## src/rtl/seq_pkg.sv

```systemverilog
// Shared types and width helpers for the call-stack program sequencer.
package seq_pkg;

   // Sequencer command encoding. Encodings 6 and 7 are undefined and act as INC.
   typedef enum logic [2:0] {
      OP_NOP  = 3'd0,
      OP_JMP  = 3'd1,
      OP_JZ   = 3'd2,
      OP_JNZ  = 3'd3,
      OP_CALL = 3'd4,
      OP_RET  = 3'd5
   } seq_op_t;

   localparam int unsigned OP_W = 3;

   // Address bits needed to index a stack of the given depth.
   function automatic int unsigned stack_addr_width(input int unsigned depth);
      return $clog2(depth);
   endfunction

   // Occupancy counter width: one extra bit so a full stack (count == depth) is representable.
   function automatic int unsigned stack_count_width(input int unsigned depth);
      return $clog2(depth) + 1;
   endfunction

endpackage

```

## src/rtl/lifo_stack.sv

```systemverilog
// Return-address LIFO: storage array plus occupancy pointer. Storage is not reset;
// only the pointer is, so stale entries are unreachable once the stack is emptied.
module lifo_stack
   import seq_pkg::*;
#(
   parameter int unsigned WIDTH = 8,
   parameter int unsigned DEPTH = 4
) (
   input  logic                                  clk,
   input  logic                                  rst,
   input  logic                                  push,
   input  logic                                  pop,
   input  logic [WIDTH-1:0]                      din,
   output logic [WIDTH-1:0]                      top,
   output logic [stack_count_width(DEPTH)-1:0]   count,
   output logic                                  full,
   output logic                                  empty
);

   localparam int unsigned AW = stack_addr_width(DEPTH);
   localparam int unsigned CW = stack_count_width(DEPTH);

   logic [WIDTH-1:0] mem [DEPTH];
   logic [CW-1:0]    count_q, count_d;
   logic [AW-1:0]    wr_idx;
   logic [AW-1:0]    rd_idx;

   // The next free slot is the current count; the top entry sits one below it.
   assign wr_idx = count_q[AW-1:0];
   assign rd_idx = count_q[AW-1:0] - AW'(1);

   assign top   = mem[rd_idx];
   assign count = count_q;
   assign full  = (count_q == CW'(DEPTH));
   assign empty = (count_q == '0);

   // Pointer update; guards make push-when-full and pop-when-empty harmless no-ops.
   always_comb begin
      count_d = count_q;
      if (push && !full) begin
         count_d = count_q + CW'(1);
      end else if (pop && !empty) begin
         count_d = count_q - CW'(1);
      end
   end

   // Occupancy pointer, cleared asynchronously so a reset drops every entry at once.
   always_ff @(posedge clk or posedge rst) begin
      if (rst) begin
         count_q <= '0;
      end else begin
         count_q <= count_d;
      end
   end

   // Storage write; a push overwrites whatever a previous pop left behind in that slot.
   always_ff @(posedge clk) begin
      if (push && !full) begin
         mem[wr_idx] <= din;
      end
   end

endmodule

```

## src/rtl/call_stack_sequencer.sv

```systemverilog
// Program sequencer: registered PC with jump, conditional branch, call and return,
// backed by a small return-address stack and sticky overflow/underflow flags.
module call_stack_sequencer
   import seq_pkg::*;
#(
   parameter int unsigned PC_W        = 8,
   parameter int unsigned STACK_DEPTH = 4,
   parameter int unsigned RESET_VEC   = 0
) (
   input  logic                           clk,
   input  logic                           reset,
   input  logic                           stall,
   input  seq_op_t                        op,
   input  logic [PC_W-1:0]                target,
   input  logic                           zero_flag,
   input  logic                           clr_err,
   output logic [PC_W-1:0]                pm_addr,
   output logic [PC_W-1:0]                pc,
   output logic [$clog2(STACK_DEPTH):0]   sp,
   output logic                           stack_full,
   output logic                           stack_empty,
   output logic                           overflow_err,
   output logic                           underflow_err
);

   logic [PC_W-1:0] pc_q, pc_d;
   logic            overflow_err_q, overflow_err_d;
   logic            underflow_err_q, underflow_err_d;
   logic [PC_W-1:0] pc_inc;
   logic [PC_W-1:0] stack_top;
   logic            push, pop;

   // Natural PC width makes the increment wrap all-ones to zero; it is also the return address.
   assign pc_inc = pc_q + PC_W'(1);

   lifo_stack #(
      .WIDTH (PC_W),
      .DEPTH (STACK_DEPTH)
   ) u_ret_stack (
      .clk   (clk),
      .rst   (reset),
      .push  (push),
      .pop   (pop),
      .din   (pc_inc),
      .top   (stack_top),
      .count (sp),
      .full  (stack_full),
      .empty (stack_empty)
   );

   // Next-PC mux, stack control and error-flag update. Stall freezes everything,
   // including clr_err; a clear and a new error in the same cycle leave the flag set.
   always_comb begin
      pc_d            = pc_q;
      overflow_err_d  = overflow_err_q;
      underflow_err_d = underflow_err_q;
      push            = 1'b0;
      pop             = 1'b0;
      if (!stall) begin
         if (clr_err) begin
            overflow_err_d  = 1'b0;
            underflow_err_d = 1'b0;
         end
         pc_d = pc_inc;
         case (op)
            OP_JMP: pc_d = target;
            OP_JZ:  if (zero_flag)  pc_d = target;
            OP_JNZ: if (!zero_flag) pc_d = target;
            OP_CALL: begin
               if (stack_full) begin
                  overflow_err_d = 1'b1;
               end else begin
                  push = 1'b1;
                  pc_d = target;
               end
            end
            OP_RET: begin
               if (stack_empty) begin
                  underflow_err_d = 1'b1;
               end else begin
                  pop  = 1'b1;
                  pc_d = stack_top;
               end
            end
            default: pc_d = pc_inc;
         endcase
      end
   end

   // PC and sticky error flags; reset is asynchronous and aborts any in-flight op.
   always_ff @(posedge clk or posedge reset) begin
      if (reset) begin
         pc_q            <= PC_W'(RESET_VEC);
         overflow_err_q  <= 1'b0;
         underflow_err_q <= 1'b0;
      end else begin
         pc_q            <= pc_d;
         overflow_err_q  <= overflow_err_d;
         underflow_err_q <= underflow_err_d;
      end
   end

   assign pc            = pc_q;
   assign pm_addr       = pc_q;
   assign overflow_err  = overflow_err_q;
   assign underflow_err = underflow_err_q;

endmodule
```

## config.mk

```make
export PLATFORM = sky130hd
export DESIGN_NAME = call_stack_sequencer
export DESIGN_NICKNAME = d
export VERILOG_FILES = /design/src/rtl/seq_pkg.sv /design/src/rtl/lifo_stack.sv /design/src/rtl/call_stack_sequencer.sv
export SDC_FILE = /design/constraint.sdc
export NUM_CORES = 1
export LEC_CHECK = 0
export CORE_ASPECT_RATIO = 0.5
export CORE_MARGIN = 1.5
export CORE_UTILIZATION = 40
export CTS_CLUSTER_SIZE = 40
export DETAILED_ROUTE_END_ITERATION = 6
export PLACE_DENSITY = 0.7
export SYNTH_ARGS = -nofsm -noshare
export SYNTH_HDL_FRONTEND = slang
export SYNTH_HIERARCHICAL = 1
export SYNTH_SLANG_ARGS = --single-unit
```

## constraint.sdc

```tcl
create_clock -name clk -period 4.2 [get_ports clk]
set_input_delay 0.42 -clock clk [delete_from_list [all_inputs] [get_ports clk]]
set_output_delay 0.42 -clock clk [all_outputs]
set_load 0.005 [all_outputs]
```

# Yosys cells after proc, flatten, opt, wreduce, memory -nomap -nowiden
# Memories as Yosys holds them, arrays and structs flattened.
# Cells that the tools add are included.
[op_classes] addsub=4 eq_ne=6 n_mux=21 reduce_logical=6
[ops] op="one-hot mux 8 bit (5 select lines)" n=1
[ops] op="2-to-1 mux 8 bit" n=4
[ops] op="2-to-1 mux 1 bit" n=14
[ops] op="equality test 3 bit (second input constant)" n=3
[ops] op="adder 8 x 1 -> 8 bit (second input constant)" n=1
[ops] op="equality test 3 x 2 -> 1 bit (second input constant)" n=2
[ops] op="2-to-1 mux 3 bit" n=2
[ops] op="adder 3 x 1 -> 3 bit (second input constant)" n=1
[ops] op="equality test 3 x 1 -> 1 bit (second input constant)" n=1
[ops] op="logical NOT 3 bit" n=1
[ops] op="subtractor 3 x 1 -> 3 bit (second input constant)" n=1
[ops] op="logical AND 1 bit" n=2
[ops] op="logical NOT 1 bit" n=2
[ops] op="nonzero test 2 bit" n=1
[ops] op="subtractor 2 x 1 -> 2 bit (second input constant)" n=1
[word_totals] reg_bits=13 mem_bits_rw=32 input_bits=16 output_inout_bits=23 wordCells=42 mem_count=1
[memory_table] name="u_ret_stack.mem" depth=4 width=8 rd=1 rd_ports_with_merged_regs=0 write_ports=1 line="lifo_stack.sv:23" text="logic [WIDTH-1:0] mem [DEPTH];"

# Longest topological paths before layout
# Gate-level depths: netlist of the first run.
[logic_depth] ltp_word=7 mapped_depth=12 depth_no_buf=11

# Hierarchy
# The synthesis of the first run kept the hierarchy.
[by_module_without_submodules] mod="lifo_stack" n_inst=1 cells_each=78 area_each_um2=1478.9 seq_area_each_um2=1036.0
[by_module_without_submodules] mod="call_stack_sequencer" n_inst=1 cells_each=100 area_each_um2=857.1 seq_area_each_um2=250.2

# Worst setup path after synthesis of the first run
# Ideal clock, no wire load.
[synth_path] path_kind="register to register" startpoint="reg u_ret_stack.count_q[0] (netlist: u_ret_stack/count[0])" endpoint="reg u_ret_stack.count_q[1] (netlist: u_ret_stack/count[1])" setup_time_ns=0.123 arrival_ns=2.858 required_time_ns=4.077 slack_ns=1.219 path_stages_with_launch=13 path_buffers=1 period_less_slack_ns=2.981 cell_sequence="dfrtp_1 -> buf_4 -> inv_1 -> ha_1 -> inv_2 -> nor2_1 -> nor4_1 -> a21boi_2 -> xnor2_1 -> ha_1 -> nand2b_1 -> o31a_1 -> o221a_1"
[synth_via] elab_chain_cells=6 elab_cells_between_ends=17 cone_classes="add/sub (2); eq/ne (1); mux (8); reduce/logical (6)"
[synth_rtl] item="start, declared" line="lifo_stack.sv:24" text="logic [CW-1:0] count_q, count_d;"
[synth_rtl] item="start signal, assigned" line="lifo_stack.sv:52" text="count_q <= count_d;"
[synth_rtl] item="equality test 3 bit" line="lifo_stack.sv:34" text="assign full = (count_q == CW'(DEPTH));"
[synth_rtl] item="net stack_full" line="call_stack_sequencer.sv:20" text="output logic stack_full,"
[synth_rtl] item="2-to-1 mux 1 bit" line="call_stack_sequencer.sv:70" text="if (stack_full) begin"
[synth_rtl] item="2-to-1 mux 1 bit" line="call_stack_sequencer.sv:65" text="case (op)"
[synth_rtl] item="2-to-1 mux 1 bit" line="call_stack_sequencer.sv:59" text="if (!stall) begin"
[synth_rtl] item="net push" line="call_stack_sequencer.sv:31" text="logic push, pop;"
[synth_rtl] item="logical AND 1 bit" line="lifo_stack.sv:40" text="if (push && !full) begin"
[synth_rtl] item="2-to-1 mux 3 bit" line="lifo_stack.sv:40"
[synth_rtl] item="net u_ret_stack.count_d[1]" line="lifo_stack.sv:24"
# The timed path passes the listed nets, and every way through them passes these cells. The select of a mux whose other input is x is not followed.
# A chain may end at the register's enable or synchronous reset.

# Final worst setup path of the first run
[layout_path] startpoint="reg u_ret_stack.count_q[0] (netlist: u_ret_stack/count[0])" endpoint="reg u_ret_stack.count_q[1] (netlist: u_ret_stack/count[1])"
[layout_via] elab_chain_cells=6 elab_cells_between_ends=17 cone_classes="add/sub (2); eq/ne (1); mux (8); reduce/logical (6)"
[layout_rtl] item="equality test 3 bit" line="lifo_stack.sv:34"
[layout_rtl] item="2-to-1 mux 1 bit" line="call_stack_sequencer.sv:70"
[layout_rtl] item="2-to-1 mux 1 bit" line="call_stack_sequencer.sv:65"
[layout_rtl] item="2-to-1 mux 1 bit" line="call_stack_sequencer.sv:59"
[layout_rtl] item="net push" line="call_stack_sequencer.sv:31"
[layout_rtl] item="logical AND 1 bit" line="lifo_stack.sv:40"
[layout_rtl] item="2-to-1 mux 3 bit" line="lifo_stack.sv:40"
[layout_rtl] item="net u_ret_stack.count_d[1]" line="lifo_stack.sv:24"
# The timed path passes the listed nets, and every way through them passes these cells. The select of a mux whose other input is x is not followed.

==> flow_metrics.env, run 1 <==
export IMPL_die_area_um2=6340
export IMPL_critPathRequiredTime_ps=4370
export IMPL_seq_area_um2=1290
export IMPL_cp_arrival_ps=3020
export IMPL_numClockSinks=45
export IMPL_synth_seq_cells=45
export IMPL_r2r_start="u_ret_stack/count[0]$_DFFE_PP0P_"
export IMPL_syn_inst=178
export IMPL_worstRegToRegCells=13
export IMPL_r2r_end="u_ret_stack/count[1]$_DFFE_PP0P_"
export IMPL_syn_avg_cell_area_um2=13.1
export IMPL_drtPass1Iterations=4
export IMPL_portBuffers=38
export IMPL_cts_tree="done"
export IMPL_seq_area_frac_synth=0.551
export IMPL_p_per_area_nw_per_um2=600
export IMPL_stdcell_area_um2=2880
export IMPL_design_core_area_um2=5560
export IMPL_fin_crit_ps=2850
export IMPL_cts_repair_resized=0
export IMPL_hold_viol_final=0
export IMPL_total_power_uw=1730
export IMPL_drv_cap=0
export IMPL_diodes=0
export IMPL_async_reset_ff_frac=0.289
export IMPL_dominantRegCellSynth="edfxtp_1"
export IMPL_fin_util=0.518
export IMPL_die_y_um=57.0
export IMPL_grt_pass1_vias=1446
export IMPL_peakVddDrop_mv=0.226
export IMPL_yosysUniqueCellTypes=47
export IMPL_num_rows=19
export IMPL_viasPerCell=5.41
export IMPL_grtUsageTotal=0.151
export IMPL_hp_class="in -> async"
export IMPL_overflow=0
export IMPL_end_kind="flop"
export IMPL_drtIter0Drc=92
export IMPL_wl_per_cell_um=16.0
export IMPL_finalNetCount=233
export IMPL_leakagePower_uw=0.00103
export IMPL_max_freq_ghz=0.351
export IMPL_synth_nets=200
export IMPL_cts_root_buf="clkbuf_16"
export IMPL_outcome="complete, no violations"
export IMPL_finalSetupTns_ps=0
export IMPL_place_hpwl_um=3370
export IMPL_cts_setup_buffers=0
export IMPL_routabilityCongestion=0.810
export IMPL_clockBufferDepth=2
export IMPL_slew_headroom=0.494
export IMPL_hold_ws_ps=349
export IMPL_critPathKind="reg -> reg"
export IMPL_startpoint_type="flop"
export IMPL_route_detailed_drc=0
export IMPL_drive_gt1_frac=0.165
export IMPL_cts_hold_buf=0
export IMPL_io_pins=39
export IMPL_worst_slew_pin_transition_ps=755
export IMPL_netlist_area_um2=2340
export IMPL_final_common_cell="clkdlybuf4s50_1"
export IMPL_ant_nets=0
export IMPL_die_w_um=111
export IMPL_ctsHtreeMaxLevel=2
export IMPL_clock_skew_ps=6.97
export IMPL_synth_edf_count=32
export IMPL_multiInputGateArea_um2=906
export IMPL_postPlaceCellArea_um2=2740
export IMPL_syn2layout_area_growth_pct=23.4
export IMPL_yosysWarnings=6
export IMPL_worst_r2r_setup_slack_ps=1350
export IMPL_vias=1541
export IMPL_n_fill_cell=481
export IMPL_mostFrequentLayoutCells="38 x clkdlybuf4s50_1, 32 x edfxtp_1, 13 x dfrtp_1"
export IMPL_routed_wl_um=4570
export IMPL_worstPathMaxFanout=14
export IMPL_slew_viol_final=0
export IMPL_numCtsBuffers=5
export IMPL_insertion_delay_ps=280
export IMPL_setup_violations_final=0
export IMPL_antenna_found_initial=0
export IMPL_timing_final_crit_share=0.679
export IMPL_rsz0062_at_grt="false"
export IMPL_start_util=0.420
export IMPL_grt_pass1_wl_um=7340
export IMPL_grt_max_degree=24
export IMPL_path_clk_slew_ps=60
==> area by class of cell <==
| class | instances | share of cell area |
|---|---|---|
| timing repair buffer | 42 | 0.142 |
| sequential | 45 | 0.446 |
| clock buffer | 5 | 0.0434 |
| inverter | 11 | 0.0143 |
| tap | 73 | 0.0317 |
| multi-input combinational | 106 | 0.314 |
| clock inverter | 3 | 0.00738 |
==> cell families after synthesis <==
group	after synthesis	synth area share
buffers and inverters	27	0.0643
multiplexers	8	0.0771
flip-flops	45	0.551
XOR/XNOR	5	0.0187
adder cells (fa/ha/maj)	6	0.0321
AO/OA/AOI/OAI	34	0.123
AND/OR/NAND/NOR	53	0.134
==> critical path, stage by stage (launching register included) <==
cell	delay, ps
dfrtp_1	320
buf_4	240
inv_1	100
ha_1	280
inv_2	110
nor2_1	80
nor4_1	240
buf_4	190
a21boi_2	270
xnor2_1	170
ha_1	260
nand2b_1	140
o31a_1	120
o221a_1	230
==> cell usage after synthesis (2+ instances only) <==
cell type / instances / area [um2]
a21oi_1: 8 / 40.0
a221oi_2: 5 / 75.1
a32oi_1: 2 / 17.5
and2_2: 3 / 22.5
buf_4: 9 / 67.6
buf_6: 2 / 22.5
clkbuf_1: 4 / 15.0
dfrtp_1: 13 / 325
edfxtp_1: 32 / 961
ha_1: 6 / 75.1
inv_1: 10 / 37.5
mux4_2: 8 / 180
nand2_1: 8 / 30.0
nand2b_1: 3 / 18.8
nand3_1: 8 / 40.0
nor2_1: 3 / 11.3
nor2b_1: 6 / 37.5
nor3_1: 5 / 25.0
nor3b_1: 3 / 22.5
nor4bb_1: 2 / 20.0
o211ai_1: 4 / 30.0
o21a_1: 4 / 30.0
or2_2: 3 / 18.8
xnor2_1: 4 / 35.0
==> where the power goes <==
part,leakage [uW],internal (uW),switching [uW]
Clock,0.0000702,221,163
Combinational,0.000516,367,329
Sequential,0.000441,575,73.0
==> per-layer routing <==
metal,global-route usage,part of all wire
met1,0.207,0.47
met2,0.244,0.48
met3,0.0372,0.043
met4,0.0488,0.010
met5,0,0
==> worst max-delay path by stage <==
stage               cells past startpoint                          endpoint  slack (ps)                        startpoint
floorplan                              12  u_ret_stack/count[1]$_DFFE_PP0P_        1220  u_ret_stack/count[0]$_DFFE_PP0P_
global placement                       10  u_ret_stack/count[1]$_DFFE_PP0P_        1460                             stall
detailed placement                     13  u_ret_stack/count[1]$_DFFE_PP0P_        1360  u_ret_stack/count[0]$_DFFE_PP0P_
CTS                                    13  u_ret_stack/count[1]$_DFFE_PP0P_        1350  u_ret_stack/count[0]$_DFFE_PP0P_
global route                           13  u_ret_stack/count[2]$_DFFE_PP0P_        1050  u_ret_stack/count[0]$_DFFE_PP0P_
finish                                 13  u_ret_stack/count[1]$_DFFE_PP0P_        1350  u_ret_stack/count[0]$_DFFE_PP0P_
==> stage by stage <==
step	instances	worst slack, ps
6_report	285	1350
5_1_grt	285	1050
4_1_cts	285	1350
3_5_place_dp	277	1360
3_3_place_gp	277	1460
2_1_floorplan	178	1220
==> state kept, by name, indices dropped and copies added, names as in the netlist <==
name               cells
pc                     8
underflow_err          1
u_ret_stack/mem       32
overflow_err           1
u_ret_stack/count      3
(Power assumes the default switching activity.)
==> run 2: changes to the inputs <==
==> constraint.sdc (replaced) <==
create_clock -name clk -period 2.9 [get_ports clk]
set_input_delay 0.29 -clock clk [delete_from_list [all_inputs] [get_ports clk]]
set_output_delay 0.29 -clock clk [all_outputs]
set_load 0.005 [all_outputs]
==> run 2 against run 1 <==
  * Flip-flop and latch count unchanged
  * Power up 51%
  * First-iteration DRC count down 37%
  * Global-route usage up 0.86 points
  * Non-clock buffer count up 1
  * Largest cell class unchanged
  * Highest routed layer unchanged
==> flow_metrics.env, run 2 (synthesis results as in run 1) <==
export IMPL_outcome="complete, no violations"
export IMPL_drtPass1Iterations=4
export IMPL_critPathRequiredTime_ps=3030
export IMPL_viasPerCell=5.51
export IMPL_worstPathMaxFanout=8
export IMPL_grt_max_degree=23
export IMPL_final_common_cell="clkdlybuf4s50_1"
export IMPL_routed_wl_um=4970
export IMPL_hp_class="in -> async"
export IMPL_start_util=0.420
export IMPL_die_area_um2=6340
export IMPL_route_detailed_drc=0
export IMPL_grt_pass1_wl_um=7760
export IMPL_fin_crit_ps=2680
export IMPL_cp_arrival_ps=2820
export IMPL_antenna_found_initial=0
export IMPL_ctsHtreeMaxLevel=2
export IMPL_critPathMostFrequentCell="ha_1"
export IMPL_multiInputGateArea_um2=920
export IMPL_grtUsageTotal=0.160
export IMPL_placed_cells=278
export IMPL_stdcell_area_um2=2920
export IMPL_hold_viol_final=0
export IMPL_die_y_um=57.0
export IMPL_place_hpwl_um=3420
export IMPL_timing_final_crit_share=0.925
export IMPL_setup_violations_final=0
export IMPL_cts_setup_buffers=0
export IMPL_top_register="u_ret_stack/mem"
export IMPL_postPlaceCellArea_um2=2750
export IMPL_slew_viol_final=0
export IMPL_num_rows=19
export IMPL_critPathKind="reg -> reg"
export IMPL_drive_gt1_frac=0.174
export IMPL_design_core_area_um2=5560
export IMPL_leakagePower_uw=0.00104
export IMPL_slew_headroom=0.460
export IMPL_syn2layout_area_growth_pct=25.1
export IMPL_instances_no_fill=286
export IMPL_numClockSinks=45
export IMPL_portBuffers=38
export IMPL_io_pins=39
export IMPL_worst_slew_pin_transition_ps=806
export IMPL_critical_path_cell_chain="inv_1 -> ha_1 -> inv_2 -> nor2_1 -> nor4_2 -> a21boi_4 -> xnor2_1 -> ha_1 -> or3b_1 -> o311ai_0 -> a41oi_1"
export IMPL_max_freq_ghz=0.373
export IMPL_cts_tree="done"
export IMPL_ant_nets=0
export IMPL_seq_area_um2=1290
export IMPL_numCtsBuffers=5
export IMPL_grt_pass1_vias=1524
export IMPL_p_per_area_nw_per_um2=891
export IMPL_diodes=0
export IMPL_insertion_delay_ps=290
export IMPL_mostFrequentLayoutCells="38 x clkdlybuf4s50_1, 32 x edfxtp_1, 13 x dfrtp_1"
export IMPL_die_w_um=111
export IMPL_wl_per_cell_um=17.4
export IMPL_finalSetupTns_ps=0
export IMPL_overflow=0
export IMPL_clockBufferDepth=2
export IMPL_vias=1575
export IMPL_path_clk_slew_ps=60
export IMPL_max_stage_delay_ps=500
export IMPL_rsz0062_at_grt="false"
export IMPL_clock_skew_ps=5.47
export IMPL_end_kind="flop"
export IMPL_n_fill_cell=483
export IMPL_critPathSlowestCell="dfrtp_1"
export IMPL_drtIter0Drc=58
export IMPL_startpoint_type="flop"
export IMPL_cts_root_buf="clkbuf_16"
export IMPL_largest_register_ffs=32
export IMPL_fin_util=0.525
export IMPL_drv_cap=0
export IMPL_peakVddDrop_mv=0.375
export IMPL_finalNetCount=234
export IMPL_total_power_uw=2600
export IMPL_routabilityCongestion=0.816
[run 2: worst max-delay path: cells and delay by family, from the launching register on]
kind	cells	cell delay, ps
xor gates and xnor gates	1	110
adders and majority gates	2	530
DFF	1	500
and+or+nand+nor	3	680
AOI/OAI and AO/OA	3	470
buffers and inverters	2	240
[run 2: what timing repair did]
| item | CTS | global route |
|---|---|---|
| endpoints found under the setup margin | 0 | 1 |
| hold endpoints to repair | 0 | 0 |
| resized for setup | 0 | 1 |
| hold buffers | 0 | 0 |
[run 2: worst paths after layout]
path,from,slack [ps],end,cells after the start
setup / recovery,u_ret_stack/count[1]$_DFFE_PP0P_,220,u_ret_stack/count[2]$_DFFE_PP0P_,11
hold / removal,reset,210,u_ret_stack/count[1]$_DFFE_PP0P_,2
setup reg to reg,u_ret_stack/count[1]$_DFFE_PP0P_,220,u_ret_stack/count[2]$_DFFE_PP0P_,11
hold reg to reg,underflow_err$_DFFE_PP0N_,500,underflow_err$_DFFE_PP0N_,1
max in group asynchronous,reset,2240,pc[5]$_DFFE_PP0N_,2
min in group clk,underflow_err$_DFFE_PP0N_,500,underflow_err$_DFFE_PP0N_,1
[run 2: area by class of cell]
cell class | instances | share of cell area
clock inverter | 2 | 0.00557
timing repair buffer | 43 | 0.143
sequential | 45 | 0.440
tap | 73 | 0.0313
clock buffer | 6 | 0.0514
multi-input combinational | 106 | 0.315
inverter | 11 | 0.0141
[run 2: power breakdown]
group | switching [uW] | internal [uW]
Clock | 243 | 373
Sequential | 116 | 832
Combinational | 495 | 545
Total | 854 | 1750
[run 2: per-stage QoR]
stage | hold WS [ps] | setup WS [ps]
after floorplan | 43.6 | 117
after global placement | 485 | 397
after detailed placement | 487 | 254
after CTS | 210 | 214
after global routing | 222 | 19.6
final | 205 | 217
[run 2: metal layers]
layer / global-route usage / part of all wire
met5: 0 / 0
met4: 0.0434 / 0.010
met3: 0.0329 / 0.038
met2: 0.279 / 0.50
met1: 0.210 / 0.45
